--- src/rtl/memory_control_rr.sv ---
// memory_control_rr
// N-core snooping coherence controller and single-port RAM arbiter.
// Data (coherence) and instruction traffic are granted round-robin, with a
// fairness toggle so a pending ifetch is served after every data transfer.
// A data read snoops every other cache, waits for all acks, then either
// reads RAM or takes the block cache-to-cache from the lowest dirty
// responder while writing it back to RAM in the same beat.
//
// Ports (flattened per-core buses; core i occupies bits [i*32 +: 32]):
//   CLK, RST              clock, synchronous active-high reset
//   iREN/iaddr            instruction read request / word address per core
//   iwait/iload           instruction wait (low one cycle = valid) / data
//   dREN/dWEN             data read / write request per cache
//   daddr/dstore          data address / store data, driven per beat
//   dwait/dload           data wait / read data per cache
//   cctrans/ccwrite       coherence request or snoop ack / BusRdX or dirty
//   ccwait/ccinv          snoop stall / invalidate per cache
//   ccsnoopaddr           snoop address (granted data address, all cores)
//   ramload/ramstate      RAM read data / status (0 FREE,1 BUSY,2 ACCESS,3 ERROR)
//   ramREN/ramWEN         RAM read / write enable
//   ramaddr/ramstore      RAM address / write data
module memory_control_rr #(
  parameter int CPUS  = 4,
  parameter int WORDS = 2
) (
  input  logic                 CLK,
  input  logic                 RST,
  input  logic [CPUS-1:0]      iREN,
  input  logic [CPUS*32-1:0]   iaddr,
  output logic [CPUS-1:0]      iwait,
  output logic [CPUS*32-1:0]   iload,
  input  logic [CPUS-1:0]      dREN,
  input  logic [CPUS-1:0]      dWEN,
  input  logic [CPUS*32-1:0]   daddr,
  input  logic [CPUS*32-1:0]   dstore,
  output logic [CPUS-1:0]      dwait,
  output logic [CPUS*32-1:0]   dload,
  input  logic [CPUS-1:0]      cctrans,
  input  logic [CPUS-1:0]      ccwrite,
  output logic [CPUS-1:0]      ccwait,
  output logic [CPUS-1:0]      ccinv,
  output logic [CPUS*32-1:0]   ccsnoopaddr,
  input  logic [31:0]          ramload,
  input  logic [1:0]           ramstate,
  output logic                 ramREN,
  output logic                 ramWEN,
  output logic [31:0]          ramaddr,
  output logic [31:0]          ramstore
);

  localparam int GW = $clog2(CPUS);
  localparam int BW = $clog2(WORDS) + 1;
  localparam logic [1:0] RAM_ACCESS = 2'd2;

  typedef enum logic [2:0] {
    S_IDLE, S_ARB, S_SNOOP, S_RAMRD, S_C2C, S_WB, S_IFETCH
  } state_t;

  state_t            state_q, state_d;
  logic [GW-1:0]     dgrant_q, dgrant_d, igrant_q, igrant_d, sup_q, sup_d;
  logic [GW-1:0]     last_data_q, last_data_d, last_inst_q, last_inst_d;
  logic [BW-1:0]     beat_q, beat_d;
  logic [CPUS-1:0]   ackmask_q, ackmask_d, dirty_q, dirty_d;
  logic              ifirst_q, ifirst_d;

  logic [CPUS-1:0]   others, ack_new, dirty_new;
  logic [31:0]       granted_addr;
  logic              access, last_beat, snoop_hold;
  int                dg, ig, sp;

  // First requester strictly after 'last', wrapping.
  function automatic logic [GW-1:0] rr_pick(input logic [CPUS-1:0] req,
                                            input logic [GW-1:0] last);
    logic [GW-1:0] pick;
    logic          found;
    int            idx;
    pick  = last;
    found = 1'b0;
    for (int k = 1; k <= CPUS; k++) begin
      idx = (int'(last) + k) % CPUS;
      if (!found && req[idx]) begin
        pick  = GW'(idx);
        found = 1'b1;
      end
    end
    return pick;
  endfunction

  function automatic logic [GW-1:0] lowest_set(input logic [CPUS-1:0] v);
    logic [GW-1:0] pick;
    pick = '0;
    for (int k = CPUS - 1; k >= 0; k--) begin
      if (v[k]) pick = GW'(k);
    end
    return pick;
  endfunction

  // NOTE: state flops use non-blocking assignments so every register samples
  // the pre-edge values computed by the combinational block.
  always_ff @(posedge CLK) begin
    if (RST) begin
      state_q     <= S_IDLE;
      dgrant_q    <= '0;
      igrant_q    <= '0;
      sup_q       <= '0;
      last_data_q <= GW'(CPUS - 1);  // core 0 wins the first grant
      last_inst_q <= GW'(CPUS - 1);
      beat_q      <= '0;
      ackmask_q   <= '0;
      dirty_q     <= '0;
      ifirst_q    <= 1'b0;
    end else begin
      state_q     <= state_d;
      dgrant_q    <= dgrant_d;
      igrant_q    <= igrant_d;
      sup_q       <= sup_d;
      last_data_q <= last_data_d;
      last_inst_q <= last_inst_d;
      beat_q      <= beat_d;
      ackmask_q   <= ackmask_d;
      dirty_q     <= dirty_d;
      ifirst_q    <= ifirst_d;
    end
  end

  // NOTE: every signal written here gets a default first, so no path can
  // leave one unassigned and infer a latch.
  always_comb begin
    state_d     = state_q;
    dgrant_d    = dgrant_q;
    igrant_d    = igrant_q;
    sup_d       = sup_q;
    last_data_d = last_data_q;
    last_inst_d = last_inst_q;
    beat_d      = beat_q;
    ackmask_d   = ackmask_q;
    dirty_d     = dirty_q;
    ifirst_d    = ifirst_q;

    iwait    = '1;
    dwait    = '1;
    ccwait   = '0;
    ccinv    = '0;
    iload    = '0;
    dload    = '0;
    ramREN   = 1'b0;
    ramWEN   = 1'b0;
    ramaddr  = '0;
    ramstore = '0;

    dg           = int'(dgrant_q);
    ig           = int'(igrant_q);
    sp           = int'(sup_q);
    others       = ~({{(CPUS-1){1'b0}}, 1'b1} << dgrant_q);
    granted_addr = daddr[dg*32 +: 32];
    ccsnoopaddr  = {CPUS{granted_addr}};
    access       = (ramstate == RAM_ACCESS);
    last_beat    = (beat_q == BW'(WORDS - 1));
    ack_new      = ackmask_q | (cctrans & others);
    dirty_new    = dirty_q | (cctrans & ccwrite & others);
    // Responders stay stalled through the data beats; released on the last one.
    snoop_hold   = (state_q == S_SNOOP) ||
                   ((state_q == S_RAMRD || state_q == S_C2C) && !(access && last_beat));

    if (snoop_hold) begin
      ccwait = others;
      ccinv  = others & {CPUS{ccwrite[dg]}};
    end

    case (state_q)
      S_IDLE: begin
        if ((|cctrans) && (!ifirst_q || !(|iREN))) begin
          state_d  = S_ARB;
          dgrant_d = rr_pick(cctrans, last_data_q);
        end else if (|iREN) begin
          state_d  = S_IFETCH;
          igrant_d = rr_pick(iREN, last_inst_q);
        end
      end
      S_ARB: begin
        if (dREN[dg]) begin
          state_d   = S_SNOOP;
          ackmask_d = '0;
          dirty_d   = '0;
        end else if (dWEN[dg]) begin
          state_d = S_WB;
        end
      end
      S_SNOOP: begin
        ackmask_d = ack_new;
        dirty_d   = dirty_new;
        if ((ack_new & others) == others) begin
          if (|dirty_new) begin
            state_d = S_C2C;
            sup_d   = lowest_set(dirty_new);
          end else begin
            state_d = S_RAMRD;
          end
        end
      end
      S_RAMRD: begin
        ramREN              = 1'b1;
        ramaddr             = granted_addr;
        dload[dg*32 +: 32]  = ramload;
      end
      S_C2C: begin
        ramWEN              = 1'b1;
        ramaddr             = granted_addr;
        ramstore            = dstore[sp*32 +: 32];
        dload[dg*32 +: 32]  = dstore[sp*32 +: 32];
        ccinv[sp]           = ccwrite[dg];
      end
      S_WB: begin
        ramWEN   = 1'b1;
        ramaddr  = granted_addr;
        ramstore = dstore[dg*32 +: 32];
      end
      S_IFETCH: begin
        ramREN             = 1'b1;
        ramaddr            = iaddr[ig*32 +: 32];
        iload[ig*32 +: 32] = ramload;
        if (access) begin
          iwait[ig]   = 1'b0;
          last_inst_d = igrant_q;
          ifirst_d    = 1'b0;
          state_d     = S_IDLE;
        end
      end
      default: state_d = S_IDLE;
    endcase

    // Data beats: BUSY/ERROR simply hold; each ACCESS moves one word.
    if ((state_q == S_RAMRD || state_q == S_C2C || state_q == S_WB) && access) begin
      dwait[dg] = 1'b0;
      if (state_q == S_C2C) dwait[sp] = 1'b0;
      if (last_beat) begin
        state_d     = S_IDLE;
        beat_d      = '0;
        ackmask_d   = '0;
        last_data_d = dgrant_q;
        ifirst_d    = 1'b1;
      end else begin
        beat_d = beat_q + BW'(1);
      end
    end
  end

endmodule
--- config.mk ---
export PLATFORM = sky130hd
export DESIGN_NAME = memory_control_rr
export DESIGN_NICKNAME = d
export VERILOG_FILES = /design/src/rtl/memory_control_rr.sv
export SDC_FILE = /design/constraint.sdc
export NUM_CORES = 1
export LEC_CHECK = 0
export ABC_AREA = 1
export CORE_AREA = 2 2 352 354
export DETAILED_ROUTE_END_ITERATION = 10
export DIE_AREA = 0 0 354 356
export SLEW_MARGIN = 20
export SYNTH_ARGS = -nofsm -noshare
export SYNTH_HDL_FRONTEND = slang
export SYNTH_SLANG_ARGS = --single-unit
--- constraint.sdc ---
create_clock -name CLK -period 3.15 [get_ports CLK]
set_input_delay 0.315 -clock CLK [delete_from_list [all_inputs] [get_ports CLK]]
set_output_delay 0.315 -clock CLK [all_outputs]
set_load 0.01 [all_outputs]
Yosys cells after proc, flatten, opt, wreduce, memory -nomap -nowiden. Cells that the tools add are included.

Add/sub/neg operators: 11. Multiply operators: 0. Divide/modulo/power cells: 0. Order comparisons: 14. Eq/ne operators: 10. Shift-type cells: 10. Multiplexer cells: 104. Bitwise gates (word level): 24. Reductions and logical operators: 48.

Operators by type and width (count): 128-bit by 8-bit indexed part select with 32-bit output (4); 128-bit bitwise AND (3); 32-bit by 33-bit indexed part select with 128-bit output (3); 128-bit one-hot mux with 2 select lines (1); 32-bit by 33-bit variable shift with 128-bit output (first input constant) (2); 128-bit 2-to-1 mux (1); 32-bit one-hot mux with 2 select lines (2); 7-bit negator with 33-bit output (2); 1-bit 2-to-1 mux (49); 4-bit 2-to-1 mux (11); 3-bit by 4-bit less-than comparator with 1-bit output (second input constant) (8); 3-bit 2-to-1 mux (9); 2-bit 2-to-1 mux (13); 4-bit bitwise AND (6); 1-bit binary-select mux with 2-bit select (11); 2-bit OR reduction (10); 4-bit NOT (4); 4-bit one-hot mux with 2 select lines (2); 3-bit one-hot mux with 5 select lines (1); 1-bit logical AND (13); 4-bit OR reduction (3); 2-bit by 1-bit adder with 2-bit output (second input constant) (5); 3-bit equality test (second input constant) (3); 1-bit logical NOT (9); 21 further kinds (46).

Bits in registers: 24. Bits in latches: 0. Bits in writable memories: 0. Memory bits (read-only): 0. Input port bits: 440. Output and inout bits: 466. Logic and storage cells: 231. Memories kept: 0.

Depth between registers and ports, before layout. Gate-level depths: netlist of run 1.

Depth in word-level cells: 25. Depth in mapped cells: 17. Depth with buffers taken out: 12.

Least setup slack after synthesis of run 1. No wires, ideal clock.

Path kind: reg2out. From: reg dgrant_q[0]. To: out dload[10]. Data arrival time: 2.205 ns. Required time: 2.835 ns. Setup slack: 0.630 ns. Stages on the path, launching flop included: 12. Buffers on the path: 5. Path through: dfxtp_1 > buf_4 > inv_2 > buf_2 > buf_1 > ha_1 > clkbuf_1 > inv_2 > nor2_1 > nand4_1 > buf_2 > nor2_1.

Cells in the longest elaborated chain, start to end: 4. Elaborated cells between the ends (all ways): 7. Those cells by class: add/sub: 1; shift: 3; mux: 1; bitwise: 2.

Ends and longest elaborated chain: from (decl) (line 60) `logic [GW-1:0] dgrant_q, dgrant_d, igrant_q, igrant_d, sup_q, sup_d;`; from (signal assigned) (line 114) `dgrant_q <= dgrant_d;`; 7-bit negator with 33-bit output * (line 204, 210); 32-bit by 33-bit indexed part select with 128-bit output (tied with other cells) (line 210) `dload[dg*32 +: 32] = dstore[sp*32 +: 32];`; 128-bit bitwise AND (no line); 128-bit one-hot mux with 2 select lines * (line 170) `case (state_q)`; to (decl) (line 37) `output logic [CPUS*32-1:0] dload,`.

Every way passes the cells marked *; elsewhere a longest branch is shown, timed or not.

Final worst setup path of run 1.
From: reg state_q[0]. To: out dload[44].

Cells in the longest elaborated chain, start to end: 2. Elaborated cells between the ends (all ways): 3. Those cells by class: eq/ne: 2; mux: 1.

Ends and longest elaborated chain: from (decl) (line 59) `state_t state_q, state_d;`; from (signal assigned) (line 113) `state_q <= state_d;`; 3-bit equality test / 3-bit by 2-bit equality test with 1-bit output (equally long branches) (line 170); 128-bit one-hot mux with 2 select lines * (line 170).

Marks and branches as above.

==> run_results.csv, run 1 <==
group,metric,value,unit
outcome,outcome,"finished clean",
global_route,grt_pass1_wl,129000,um
detailed_routing,routed_wl,98600,um
timing,finClkSkew,0.00625,ns
yosys,synth_area_leaders,"nand2_1 (16%), o21ai_0 (12%), nor2_1 (11%)",
placement,place_congestion,0.928,
detailed_routing,firstDrtPassIters,5,
timing,rsz0062_at_grt,"yes",
setup_path,crit_end,"dload[44]",
placement,hpwl,85900,um
setup_path,path_delay_family,"buffers and inverters",
floorplan,fp.dieW,354,um
floorplan,initial_core_util,7.44,%
global_route,antenna_found_initial,51,
final_layout,nets,3057,
clock_network,numCtsBuffers,3,
power,seqPwrFrac,3.7,%
setup_path,r2r-end,"ackmask_q[3]$_SDFF_PP0_",
power,power,11700,uW
detailed_routing,antenna_left,0,
placement,dp_slack,-0.124,ns
yosys,syn_area,9130,um2
clock_network,cts.sinks,24,
power,irDropWorstVdd,0.682,mV
yosys,synth_edf_count,0,
clock_network,clk_pin_slew_worst_paths,0.06,ns
power,clkPwrFrac,3.3,%
run,drv_cap,0,
global_route,busiest_layer,"met2",
timing,min_period,3.11,ns
global_route,first_global_vias,15300,
clock_network,h-tree-depth,1,
floorplan,core,123000,um2
power,combPwrFrac,93.0,%
timing,setup_slack,0.0434,ns
setup_path,cp.arrival,2.79,ns
setup_path,cp_num_cells,8,
yosys,synth_cell_types,35,
yosys,synth_flop_cell,"dfxtp_1",
yosys,synth_top_cell_area_share,15.8,%
setup_path,slowest_stage,"clkdlybuf4s50_1",
timing,final_hold_viol_count,0,
floorplan,die-height,356,um
placement,numPortBuffers,905,
global_route,grt_start_max_net_pins,75,
clock_network,clk_latency,0.27,ns
min_path,hold_class,"flip-flop to flip-flop",
yosys,synth_area_leader_cell,"nand2_1",
yosys,postSynthCellCount,1830,
setup_path,startpoint,"state_q[0]$_SDFF_PP0_",
timing,slew_headroom,46.3,%
final_layout,area_growth,121,%
clock_network,clk_path_buf_depth,2,
power,p_per_area,579,nW/um2
timing,setup_viol,0,
floorplan,dieArea,126000,um2
timing,clock.fmax,0.322,GHz
global_route,grt.overflow.total,0,
global_route,grt.met2_usage,23.1,%
yosys,yosysMostFrequentCell,"nand2_1",
power,switchingPower,6430,uW
detailed_routing,viasPerCell,3.79,
setup_path,path_cells,"inv_2 > nand3_4 > clkinv_2 > buf_12 > o21ai_1 > nand3_1 > nor2_1 > clkdlybuf4s50_1",
clock_network,cts_tree,"built",
clock_network,root_buffer,"clkbuf_16",
setup_path,crit_type,"flip-flop to output pin",
clock_network,post_cts_buffers,0,
floorplan,rows,129,
detailed_routing,drc,0,
yosys,syn_avg_cell_area,4.99,um2
timing,layout_worst_path_cycle_share,98.6,%
setup_path,cp.buffers_inverters,4,
global_route,use_met3,5.46,%
power,switching_share,55.1,%
floorplan,io_pins,906,
setup_path,r2r_start,"dgrant_q[0]$_SDFFE_PP0P_",
setup_path,startpoint_type,"flip-flop",
power,p_leak,0.00768,uW
yosys,yosysWarnings,0,
setup_path,cp-end-kind,"output pin",
yosys,synthesis.nets,2284,
timing,slew_viol_final,0,
global_route,grtUsageMet1,18.9,%
yosys,seq_area_frac_synth,5.27,%
setup_path,rrSetupSlack,0.55,ns
detailed_routing,via_count,16100,
timing,tightest_slew,0.805,ns
setup_path,r2r_cells,10,
detailed_routing,drtIter0Drc,1493,
setup_path,worstPathRequired,2.83,ns
setup_path,slowest_delay,0.58,ns
yosys,async_flop_share,0,%
yosys,synth-seq-cells,24,
yosys,netlist_top_cells_count,"nand2_1 (385), nor2_1 (256), o21ai_0 (210)",
clock_network,hold_buffers,0,
final_layout,drive_gt1_share,7.72,%
detailed_routing,wire_per_inst,23.2,um
power,p_int,5240,uW
setup_path,cp_max_fo,28,
global_route,grt_usage,14.7,%
## flip-flops by register name (all words and copies together), names as in the netlist
signal and flops:
ifirst_q 1, dgrant_q 2, igrant_q 2, last_inst_q 2, state_q 3, dirty_q 4, sup_q 2, ackmask_q 4
beat_q 2, last_data_q 2
## how the worst min path moves through the flow
stage                           start                      to  slack (ns)  cells past startpoint
2_1_floorplan  beat_q[1]$_SDFFE_PP0P_  beat_q[1]$_SDFFE_PP0P_        0.41                      2
4_1_cts        beat_q[1]$_SDFFE_PP0P_  beat_q[1]$_SDFFE_PP0P_        0.44                      2
6_report       beat_q[1]$_SDFFE_PP0P_  beat_q[1]$_SDFFE_PP0P_        0.44                      2
3_5_place_dp   beat_q[1]$_SDFFE_PP0P_  beat_q[1]$_SDFFE_PP0P_        0.43                      2
5_1_grt        beat_q[1]$_SDFFE_PP0P_  beat_q[1]$_SDFFE_PP0P_        0.46                      2
3_3_place_gp   beat_q[1]$_SDFFE_PP0P_  beat_q[1]$_SDFFE_PP0P_        0.42                      2
## cell families after synthesis
kind of cell | Yosys count | synth area share (%)
DFF | 24 | 5.27
adders and majority gates | 14 | 1.92
xor gates and xnor gates | 1 | 0.0960
AOI/OAI and AO/OA | 412 | 25.4
and+or+nand+nor | 946 | 44.8
buffers and inverters | 433 | 22.5
## metal layers
layer	share of wire, %	wire, um
met1	43	42100
met2	44	43300
met3	11	10600
met4	2.4	2360
met5	0.25	245
## layout by cell type (no fill, tap or decap), types with 2 or more instances in the layout
master and instances:
clkdlybuf4s50_1 878, nand2_1 383, nor2_1 255, o21ai_0 204
nand3_1 177, inv_1 177, buf_4 106, nor3_1 92
a21oi_1 87, o21ai_1 39, a32o_1 32, o22ai_1 27
buf_12 23, dfxtp_1 21, nor3_2 13, ha_1 12
diode_2 11, inv_2 7, nand3_2 6, o22ai_2 5
nand4_1 5, inv_4 4, o21ai_2 4, a211oi_2 4
o21bai_1 4, nand2_4 3, nor2_4 3, o211ai_1 3
clkbuf_16 3, nor3_4 2, nand2_2 2, ha_2 2
dfxtp_4 2, buf_6 2
## worst register-to-register path, delay by kind of cell (launching register included)
family	cells	cell delay, ns
AND/OR/NAND/NOR	4	0.71
buffers and inverters	4	1.12
AO/OA/AOI/OAI	2	0.29
flip-flops	1	0.37
## stage by stage
| stage | hold WS [ns] | instances | utilization, % | instance area, um2 | setup TNS, ns |
|---|---|---|---|---|---|
| finish | 0.438 | 4250 | 16.4 | 20200 | 0 |
| global route | 0.461 | 4245 | 16.4 | 20200 | -0.516 |
| CTS | 0.440 | 4239 | 16.4 | 20100 | 0 |
| detailed placement | 0.430 | 4235 | 16.3 | 20000 | -0.588 |
| global placement | 0.416 | 4235 | 16.3 | 20000 | -0.728 |
| floorplan | 0.409 | 1830 | - | 9130 | 0 |
## cell type report
type	count	area [um2]
diodes	11	27.5
well taps	1637	2050
multi-input cells	1373	6690
fillers	14100	102000
clock inverters	1	30.0
flip-flops and latches	24	489
repair buffers	1009	10100
inverters	192	742
clock buffers	3	75.1
## timing repair
| action | 4_1_cts | 5_1_grt |
|---|---|---|
| resized for setup | 9 | 19 |
| setup endpoints to repair | 25 | 79 |
| pin swaps | 1 | 0 |
## power groups by stage
stage	sequential, uW	clock, uW	combinational, uW
CTS	435	388	11000
global placement	439	0	10900
finish	433	380	10900
detailed placement	442	0	10900
floorplan	404	0	5040
global route	441	398	11600
No activity file was read; power rests on OpenSTA's default activity.
==> inputs of run 2 (changes only) <==
--- a/config.mk
+++ b/config.mk
@@ -7,6 +7,7 @@
 export LEC_CHECK = 0
 export ABC_AREA = 1
 export CORE_AREA = 2 2 352 354
+export CTS_CLUSTER_SIZE = 8
 export DETAILED_ROUTE_END_ITERATION = 10
 export DIE_AREA = 0 0 354 356
 export SLEW_MARGIN = 20
==> constraint.sdc (replaced) <==
create_clock -name CLK -period 3.2 [get_ports CLK]
set_input_delay 0.32 -clock CLK [delete_from_list [all_inputs] [get_ports CLK]]
set_output_delay 0.32 -clock CLK [all_outputs]
set_load 0.01 [all_outputs]
==> run 2 against run 1 <==
Against the previous run:
- power is 1.9% lower
- final area up 0.11%
- worst hold slack lost 0.0050 ns
- via count is 0.46% higher
- routed wire length hardly changed
- global-route usage fell by 0.15 points
- clock skew decreased by 0.0024 ns
- die area is the same
- sequential share of layout area about the same
- worst setup slack better by 0.031 ns
- non-clock buffer count increased by 7
- clock-buffer cell count rose by 1
==> run_results.csv, run 2 (synthesis results as in run 1) <==
group,metric,value,unit
outcome,outcome,"finished clean",
global_route,grt_pass1_wl,128000,um
detailed_routing,via_count,16200,
setup_path,cp-end-kind,"output pin",
setup_path,worstPathRequired,2.88,ns
timing,slew_headroom,47.4,%
power,p_leak,0.00771,uW
detailed_routing,routed_wl,98500,um
timing,final_hold_viol_count,0,
detailed_routing,met3_length,8330,um
floorplan,fp.dieW,354,um
timing,slew_viol_final,0,
timing,finClkSkew,0.00382,ns
timing,min_period,3.13,ns
placement,numPortBuffers,905,
final_layout,nets,3064,
floorplan,io_pins,906,
setup_path,cp.arrival,2.81,ns
setup_path,startpoint_type,"flip-flop",
timing,rsz0062_at_grt,"yes",
final_layout,drive_gt1_share,8.05,%
global_route,antenna_found_initial,42,
setup_path,path_cells,"inv_1 > nand2_1 > inv_2 > buf_12 > buf_4 > nand2_1 > nand2_1 > o21ai_0 > o21ai_1 > nand3_1 > nor2_1 > clkdlybuf4s50_1",
clock_network,h-tree-depth,1,
min_path,hold_class,"flip-flop to flip-flop",
global_route,first_global_vias,15100,
detailed_routing,route.met2.wl,43600,um
final_layout,reg_top3,"ackmask_q: 4 flops, dirty_q: 4 flops, state_q: 3 flops",
global_route,grt.overflow.total,0,
clock_network,hold_buffers,0,
final_layout,mostFrequentLayoutCells,"clkdlybuf4s50_1 (878), nand2_1 (383), nor2_1 (255), o21ai_0 (202), nand3_1 (178)",
power,power,11400,uW
timing,setup_viol,0,
floorplan,die-height,356,um
floorplan,dieArea,126000,um2
placement,place_congestion,0.933,
clock_network,cts_tree,"built",
setup_path,slowest_delay,0.51,ns
final_layout,final_common_cell,"clkdlybuf4s50_1",
timing,tightest_slew,0.788,ns
detailed_routing,viasPerCell,3.80,
global_route,grt_usage,14.5,%
setup_path,r2r_start,"dgrant_q[0]$_SDFFE_PP0P_",
global_route,grt_start_max_net_pins,100,
power,irDropWorstVdd,0.528,mV
floorplan,rows,129,
detailed_routing,highest_layer,"met5",
clock_network,clk_pin_slew_worst_paths,0.07,ns
placement,hpwl,86000,um
min_path,min_from,"beat_q[1]$_SDFFE_PP0P_",
final_layout,post-route-util,16.5,%
timing,layout_worst_path_cycle_share,97.7,%
clock_network,clk_latency,0.26,ns
floorplan,core,123000,um2
setup_path,cp_max_fo,13,
setup_path,slowest_stage,"clkdlybuf4s50_1",
timing,clock.fmax,0.320,GHz
timing,timing.hold.ws,0.432,ns
power,p_per_area,567,nW/um2
clock_network,root_buffer,"clkbuf_16",
setup_path,startpoint,"sup_q[0]$_SDFFE_PP0P_",
final_layout,area_growth,121,%
clock_network,clk_path_buf_depth,2,
run,drv_cap,0,
detailed_routing,wire_per_inst,23.2,um
setup_path,worst_path_most_repeated_cell,"nand2_1",
clock_network,cts.sinks,24,
detailed_routing,firstDrtPassIters,6,
floorplan,initial_core_util,7.44,%
final_layout,n_fill_cell,14200,
detailed_routing,wl_met1,44200,um
detailed_routing,drc,0,
setup_path,crit_type,"flip-flop to output pin",
detailed_routing,antenna_left,0,
detailed_routing,drtIter0Drc,1521,
clock_network,numCtsBuffers,3,
[run 2: changes by cell type in the layout (fill, tap and decap cells not counted), moves of 2 or more]
| cell | change |
|---|---|
| buf_12 | -2 |
| buf_4 | +10 |
| buf_6 | -2 |
| dfxtp_1 | -2 |
| dfxtp_2 | +2 |
| inv_2 | +4 |
| inv_4 | -2 |
| o21ai_0 | -2 |
[run 2: final timing paths]
| path | cells past startpoint | slack [ns] | endpoint |
|---|---|---|---|
| max | 12 | 0.07 | dload[49] |
| min | 2 | 0.43 | beat_q[1]$_SDFFE_PP0P_ |
| max reg2reg | 10 | 0.59 | ackmask_q[1]$_SDFF_PP0_ |
| min reg2reg | 2 | 0.43 | beat_q[1]$_SDFFE_PP0P_ |
[run 2: repair_timing]
action / in CTS / in global routing
cloned: 0 / 1
pin swaps: 0 / 0
resized for setup: 11 / 14
buffers inserted: 0 / 0
endpoints found under the setup margin: 25 / 45
[run 2: routing by layer]
layer	GRT usage, %	vias up
met3	3.15	103
met4	2.59	24
met5	0	-
met1	19.9	7609
li1	-	7501
met2	23.4	948
[run 2: area by class of cell]
type	count	area [um2]	share of cell area (%)
timing repair buffer	1016	10100	50.0
multi-input combinational	1373	6700	33.2
tap	1637	2050	10.1
inverter	192	731	3.62
sequential	24	492	2.44
clock buffer	4	88.8	0.440
antenna	10	25.0	0.124
[run 2: report_power, final]
| group | switching, uW | internal (uW) |
|---|---|---|
| Combinational | 6170 | 4560 |
| Sequential | 64.4 | 350 |
| Clock | 115 | 191 |
| Total | 6350 | 5100 |
[run 2: metrics by stage]
step / worst slack (ns) / TNS [ns] / area, um2 / cells
finish: 0.0748 / 0 / 20200 / 4256
global route: -0.00361 / -0.00559 / 20200 / 4247
CTS: 0.00601 / 0 / 20100 / 4245
detailed placement: -0.103 / -0.628 / 20000 / 4241
global placement: -0.128 / -0.711 / 20000 / 4241
floorplan: 0.675 / 0 / 9130 / 1830
[run 2: worst max-delay path, delay by kind of cell, from the launching register on]
kind	cells	cell delay (ns)
AOI/OAI and AO/OA	2	0.67
and+or+nand+nor	5	0.43
DFF	1	0.39
buffers and inverters	5	1.03
==> inputs of run 3 (changes only) <==
--- a/config.mk
+++ b/config.mk
@@ -10,6 +10,7 @@
 export CTS_CLUSTER_SIZE = 8
 export DETAILED_ROUTE_END_ITERATION = 10
 export DIE_AREA = 0 0 354 356
+export HOLD_SLACK_MARGIN = 0.06
 export SLEW_MARGIN = 20
 export SYNTH_ARGS = -nofsm -noshare
 export SYNTH_HDL_FRONTEND = slang
==> results of run 3 <==
Final layout, timing and power as in run 2 (identical DEF).
